`config.mk`:
```
export PLATFORM = sky130hd
export DESIGN_NAME = ro_result_unloader_flat
export DESIGN_NICKNAME = d
export VERILOG_FILES = /design/src/rtl/ro_unload_pkg.sv /design/src/rtl/ro_result_unloader_if.sv /design/src/rtl/ro_result_unloader_strobe_sync.sv /design/src/rtl/ro_result_unloader.sv /design/src/flat_wrapper.sv
export SDC_FILE = /design/constraint.sdc
export NUM_CORES = 1
export LEC_CHECK = 0
export CAP_MARGIN = 20
export CORE_MARGIN = 4
export CORE_UTILIZATION = 48
export CTS_BUF_LIST = sky130_fd_sc_hd__clkbuf_16
export CTS_CLUSTER_DIAMETER = 40
export CTS_CLUSTER_SIZE = 25
export DETAILED_ROUTE_END_ITERATION = 6
export PLACE_DENSITY = 0.73
export SLEW_MARGIN = 25
export SYNTH_ARGS = -nofsm -noshare
export SYNTH_HDL_FRONTEND = slang
export SYNTH_SLANG_ARGS = --single-unit
```
`constraint.sdc`:
```
create_clock -name internal_clock -period 1.6 [get_ports internal_clock]
set_clock_uncertainty 0.15 [all_clocks]
set_input_delay 0.48 -clock internal_clock [delete_from_list [all_inputs] [get_ports internal_clock]]
set_output_delay 0.48 -clock internal_clock [all_outputs]
set_load 0.005 [all_outputs]
```
`src/rtl/ro_unload_pkg.sv`:
```
// Shared types and frame layout for the ring-oscillator result unloader.
package ro_unload_pkg;

  typedef enum logic [1:0] {IDLE, CAPTURE, PRESENT, DRAINED} state_t;

  localparam int         FRAME_BYTES = 6;
  localparam logic [2:0] LAST_IDX    = 3'd5;

  localparam logic [2:0] IDX_HDR   = 3'd0;
  localparam logic [2:0] IDX_CA_HI = 3'd1;
  localparam logic [2:0] IDX_CA_LO = 3'd2;
  localparam logic [2:0] IDX_CB_HI = 3'd3;
  localparam logic [2:0] IDX_CB_LO = 3'd4;
  localparam logic [2:0] IDX_CHK   = 3'd5;

  function automatic logic [7:0] frame_byte(input logic [2:0]  idx,
                                            input logic [7:0]  hdr,
                                            input logic [31:0] snap,
                                            input logic [7:0]  chk);
    logic [7:0] b;
    b = 8'h00;
    case (idx)
      IDX_HDR:   b = hdr;
      IDX_CA_HI: b = snap[31:24];
      IDX_CA_LO: b = snap[23:16];
      IDX_CB_HI: b = snap[15:8];
      IDX_CB_LO: b = snap[7:0];
      IDX_CHK:   b = chk;
      default:   b = 8'h00;
    endcase
    return b;
  endfunction

endpackage

```
`src/rtl/ro_result_unloader_if.sv`:
```
// Worker-result bundle: counter snapshot inputs, read strobe, framed byte output.
interface ro_result_if;
  logic        done;
  logic [15:0] ca;
  logic [15:0] cb;
  logic        rd;
  logic [7:0]  dout;
  logic        valid;
  logic [2:0]  byte_idx;
  logic        overrun;

  modport master (output done, ca, cb, rd, input dout, valid, byte_idx, overrun);
  modport slave  (input done, ca, cb, rd, output dout, valid, byte_idx, overrun);
endinterface

```
`src/rtl/ro_result_unloader_strobe_sync.sv`:
```
// Synchronises an asynchronous strobe pin and emits a one-cycle pulse per rising edge.
module strobe_sync #(
  parameter int STAGES = 2  // must be at least 2
) (
  input  logic clk,
  input  logic rst,
  input  logic src,
  output logic rising
);

  logic [STAGES-1:0] sync;
  logic              prev;

  always_ff @(posedge clk) begin
    if (rst) begin
      sync <= '0;
      prev <= 1'b0;
    end else begin
      sync <= {sync[STAGES-2:0], src};
      prev <= sync[STAGES-1];
    end
  end

  assign rising = sync[STAGES-1] & ~prev;

endmodule

```
`src/rtl/ro_result_unloader.sv`:
```
// Snapshots ca/cb on each done rise and presents a 6-byte framed result,
// advanced one byte per synchronised rising edge of rd.
module ro_result_unloader #(
  parameter int         SYNC_STAGES   = 2,
  parameter logic [3:0] HEADER_NIBBLE = 4'hA
) (
  input logic         internal_clock,
  input logic         reset,
  ro_result_if.slave  bus
);
  import ro_unload_pkg::*;

  state_t      state, state_nxt;
  logic        done_q, done_rise, rd_rise;
  logic [31:0] snap, snap_nxt;
  logic [7:0]  hdr, hdr_nxt, chk, chk_nxt, dout, dout_nxt;
  logic [3:0]  seq, seq_nxt;
  logic [2:0]  idx, idx_nxt;
  logic        valid, valid_nxt, overrun, overrun_nxt;

  strobe_sync #(.STAGES(SYNC_STAGES)) u_rd_sync (
    .clk    (internal_clock),
    .rst    (reset),
    .src    (bus.rd),
    .rising (rd_rise)
  );

  assign done_rise = bus.done & ~done_q;

  always_ff @(posedge internal_clock) begin
    if (reset) begin
      state   <= IDLE;
      done_q  <= 1'b0;
      snap    <= '0;
      hdr     <= '0;
      chk     <= '0;
      dout    <= '0;
      seq     <= '0;
      idx     <= '0;
      valid   <= 1'b0;
      overrun <= 1'b0;
    end else begin
      state   <= state_nxt;
      done_q  <= bus.done;
      snap    <= snap_nxt;
      hdr     <= hdr_nxt;
      chk     <= chk_nxt;
      dout    <= dout_nxt;
      seq     <= seq_nxt;
      idx     <= idx_nxt;
      valid   <= valid_nxt;
      overrun <= overrun_nxt;
    end
  end

  always_comb begin
    state_nxt   = state;
    snap_nxt    = snap;
    hdr_nxt     = hdr;
    chk_nxt     = chk;
    dout_nxt    = dout;
    seq_nxt     = seq;
    idx_nxt     = idx;
    valid_nxt   = valid;
    overrun_nxt = overrun;

    case (state)
      IDLE, DRAINED: begin
        if (done_rise) begin
          snap_nxt    = {bus.ca, bus.cb};
          hdr_nxt     = {HEADER_NIBBLE, seq};
          seq_nxt     = seq + 4'd1;
          overrun_nxt = 1'b0;
          state_nxt   = CAPTURE;
        end
      end
      CAPTURE: begin
        // rd edges landing here are deliberately dropped
        chk_nxt   = hdr ^ snap[31:24] ^ snap[23:16] ^ snap[15:8] ^ snap[7:0];
        idx_nxt   = IDX_HDR;
        dout_nxt  = hdr;
        valid_nxt = 1'b1;
        state_nxt = PRESENT;
        if (done_rise) overrun_nxt = 1'b1;
      end
      PRESENT: begin
        if (done_rise) overrun_nxt = 1'b1;
        if (rd_rise) begin
          if (idx == LAST_IDX) begin
            idx_nxt   = '0;
            dout_nxt  = 8'h00;
            valid_nxt = 1'b0;
            state_nxt = DRAINED;
          end else begin
            idx_nxt  = idx + 3'd1;
            dout_nxt = frame_byte(idx + 3'd1, hdr, snap, chk);
          end
        end
      end
      default: state_nxt = IDLE;
    endcase
  end

  assign bus.dout     = dout;
  assign bus.valid    = valid;
  assign bus.byte_idx = idx;
  assign bus.overrun  = overrun;

endmodule

```
`src/flat_wrapper.sv`:
```
// flat-port wrapper written by rule: the top's interface ports become plain ports
module ro_result_unloader_flat import ro_unload_pkg::*;
#(
  parameter int         SYNC_STAGES   = 2,
  parameter logic [3:0] HEADER_NIBBLE = 4'hA
)
  (internal_clock, reset, bus_done, bus_ca, bus_cb, bus_rd, bus_dout, bus_valid, bus_byte_idx, bus_overrun);
  ro_result_if bus_i ();
  input logic internal_clock;
  input logic reset;
  input wire logic [$bits(bus_i.done)-1:0] bus_done;
  input wire logic [$bits(bus_i.ca)-1:0] bus_ca;
  input wire logic [$bits(bus_i.cb)-1:0] bus_cb;
  input wire logic [$bits(bus_i.rd)-1:0] bus_rd;
  output wire logic [$bits(bus_i.dout)-1:0] bus_dout;
  output wire logic [$bits(bus_i.valid)-1:0] bus_valid;
  output wire logic [$bits(bus_i.byte_idx)-1:0] bus_byte_idx;
  output wire logic [$bits(bus_i.overrun)-1:0] bus_overrun;
  assign bus_i.done = bus_done;
  assign bus_i.ca = bus_ca;
  assign bus_i.cb = bus_cb;
  assign bus_i.rd = bus_rd;
  assign bus_dout = bus_i.dout;
  assign bus_valid = bus_i.valid;
  assign bus_byte_idx = bus_i.byte_idx;
  assign bus_overrun = bus_i.overrun;
  ro_result_unloader #(.SYNC_STAGES(SYNC_STAGES), .HEADER_NIBBLE(HEADER_NIBBLE)) u_core (.internal_clock(internal_clock), .reset(reset), .bus(bus_i));
endmodule
```
==> reports/results.ini <==
[logic_synthesis]
syn_inst=357
syn-num-nets=396
yosysSeqAreaShare_pct=42.6
yosys.area_share.simple_pct=17.4
synth_compound_area_share_pct=16.0
synth_top_family_by_area=simple AND/OR/NAND/NOR gates
yosys-top-cells-area=dfxtp_1 (43%), nand2_1 (9.1%), a21oi_1 (7.5%)
synth_edf_count=0
synthTopCellsByCount=nand2_1 (77), dfxtp_1 (68), a21oi_1 (48), nor2_1 (26), xnor2_1 (15)
synth_xor_xnor_area_share_pct=10.5
ys_types=44
yosysTopAreaCellShare_pct=42.6
async_reset_ff_share_pct=0
synth_area_um2=3190
dominantRegCellSynth=dfxtp_1
avgSynthCellArea_um2=8.94
yosysWarnings=0
muxShareOfSynthArea_pct=7.25
synth_fa_ha_area_share_pct=1.18
synth_top_area_cell=dfxtp_1
synth.most_common_cell=nand2_1
ys_seq_elements=68

[global_routing]
grt_pass1_vias=2613
antenna_found_initial=0
grt_max_degree=53
grt_pass1_wl_mm=12.7
grt_use_total_pct=21.2
grt_overflow=0

[routing]
drc=0
ant_nets=0
drtIter0Drc=194
via_per_inst=5.49
post_drt_wl_per_cell_um=15.8
dr.pass1.iters=4
vias=2769
drt_wl_total_mm=7.98

[critical_path]
r2r-start=u_core.state[0]
r2r_end=u_core.bus.byte_idx[2]
cp_slowest_cell=or4_1
worstPathArrival_ns=1.77
cp_cell_sequence=inv_2 -> ha_4 -> nand4bb_4 -> or4_1 -> a21oi_1
r2r_cells=5
worst_path_largest_cell_delay_ns=0.44
critPathLaunchType=register
cp_max_fo=6
r2r_setup_slack_ns=-0.07
crit_path_start=u_core.state[0]
worstPathRequired_ns=1.70
critPathKind=register to register
crit_path_end_kind=register

[floorplanning]
initial_utilization_pct=49.7
io_pins=49
coreArea_um2=6420
dieArea_um2=8020
die_w_um=89.6
dieHeight_um=89.6
rows=29

[placed_design]
placed_cell_area_um2=3890
port_buffers=48
dp_cells=485
dp_hpwl_mm=5.37
globalplace.congestion=0.801
post-place-ws_ns=-0.458

[layout]
layoutNonFillerInstCount=504
n_antenna_cell=0
postLayoutCellArea_um2=4360
final_util_pct=67.9
syn_to_final_growth_pct=36.6
n_fill_cell=499
layout.nets=462
final_layout_size_suffix_gt1_share_pct=21.1

[cts]
clkSlewWorstSetupHoldPaths_ns=0.05
clkLatencyLatePin_ns=0.33
clockBufferDepth=2
cts_sinks=68
ctsHtreeMaxLevel=3
numCtsBuffers=9
cts_root_buffer=clkbuf_16
cts_tree=yes

[outcome]
status=complete, but fails checks
violations=setup timing

[sta]
finalCritPeriodShare_pct=104
period_minus_slack_ns=1.67
rsz0062_at_grt=yes
relSlewSlack_pct=76.6
worstMarginPinSlew_ns=0.350
hold_slack_ns=0.289
hold_viol=0
fin_setup_tns_ns=-0.131
fmax_mhz=599
setup_viol=9
layout_setup_ws_ns=-0.0687
drv_slew=0

[power_and_ir_drop]
peakVddDrop_mv=0.724
p_leak_nw=1.67
p_per_area_nw_per_um2=1350
p_total_mw=5.89

[min_path]
holdPathStages=1
hold_path.class=register to register
hp-start=u_core.u_rd_sync.sync[0]
holdPathEnd=u_core.u_rd_sync.sync[1]

[run]
maxCapViolations=0

==> layer usage <==
layer / track usage (%) / part of all wire [%] / up-vias
li1: - / - / 1352
met5: 0 / 0 / -
met4: 11.0 / 2.6 / 0
met3: 4.24 / 5.7 / 17
met2: 34.7 / 50 / 88
met1: 26.2 / 42 / 1312
==> flip-flops by register name, summed over array words and instances, names as in the netlist <==
name,flops
u_core.state,2
u_core.chk,8
u_core.seq,4
u_core.hdr,5
u_core.snap,32
u_core.bus.valid,1
u_core.u_rd_sync.sync,2
u_core.bus.byte_idx,3
u_core.bus.overrun,1
u_core.u_rd_sync.prev,1
u_core.bus.dout,8
u_core.done_q,1
==> layout by cell type (no fill, tap or decap), types with 5 or more instances in the layout <==
| master | n |
|---|---|
| nand2_1 | 77 |
| dfxtp_1 | 61 |
| a21oi_1 | 42 |
| clkdlybuf4s50_1 | 34 |
| buf_4 | 22 |
| nor2_1 | 21 |
| xnor2_1 | 15 |
| dlygate4sd2_1 | 12 |
| mux2i_1 | 10 |
| clkbuf_16 | 9 |
| xor2_1 | 8 |
| dfxtp_2 | 7 |
| a21oi_2 | 6 |
| xnor3_1 | 6 |
| inv_1 | 5 |
| o21ai_0 | 5 |
| nor2b_1 | 5 |
| mux4_2 | 5 |
| buf_12 | 5 |
==> cells by family after synthesis <==
group,after synthesis
and+or+nand+nor,128
DFF,68
xor gates and xnor gates,29
AOI/OAI and AO/OA,82
adders and majority gates,3
muxes,16
buffers and inverters,31
==> critical path, delay by kind of cell, from the launching register on <==
family	cells	cell delay (ns)
AND/OR/NAND/NOR	2	0.67
flip-flops	1	0.33
adder cells (fa/ha/maj)	1	0.23
AO/OA/AOI/OAI	1	0.16
buffers and inverters	1	0.05
==> timing repair <==
| action | 4_1_cts | 5_1_grt |
|---|---|---|
| endpoints found under the setup margin | 63 | 54 |
| setup buffers | 6 | 0 |
| gates resized for setup | 49 | 19 |
| hold buffers | 0 | 0 |
| pin swaps | 8 | 3 |
==> power by group <==
group | switching [mW] | leakage [nW] | internal (mW)
clock | 0.676 | 0.133 | 1.01
combinational | 0.945 | 0.983 | 1.02
sequential | 0.252 | 0.558 | 1.99
total | 1.87 | 1.67 | 4.02
==> layout make-up <==
type                    instances  area, um2  area share (%)
repair buffers                 81        801            18.4
flip-flops and latches         68       1370            31.4
well taps                      77       96.3            2.21
clock buffers                   9        225            5.16
clock inverters                 6       25.0           0.574
multi-input cells             258       1820            41.8
inverters                       5       22.5           0.516
==> worst max path at each step <==
stage                                   to  slack [ns]  cells past startpoint
floorplan                    u_core.seq[0]       0.004                      7
global placement             u_core.seq[1]       -0.44                      5
detailed placement         u_core.snap[25]       -0.46                      5
CTS                 u_core.bus.byte_idx[2]       -0.04                      5
global route        u_core.bus.byte_idx[2]       -0.13                      5
finish              u_core.bus.byte_idx[2]       -0.07                      5
No activity file was read; power rests on OpenSTA's default activity.
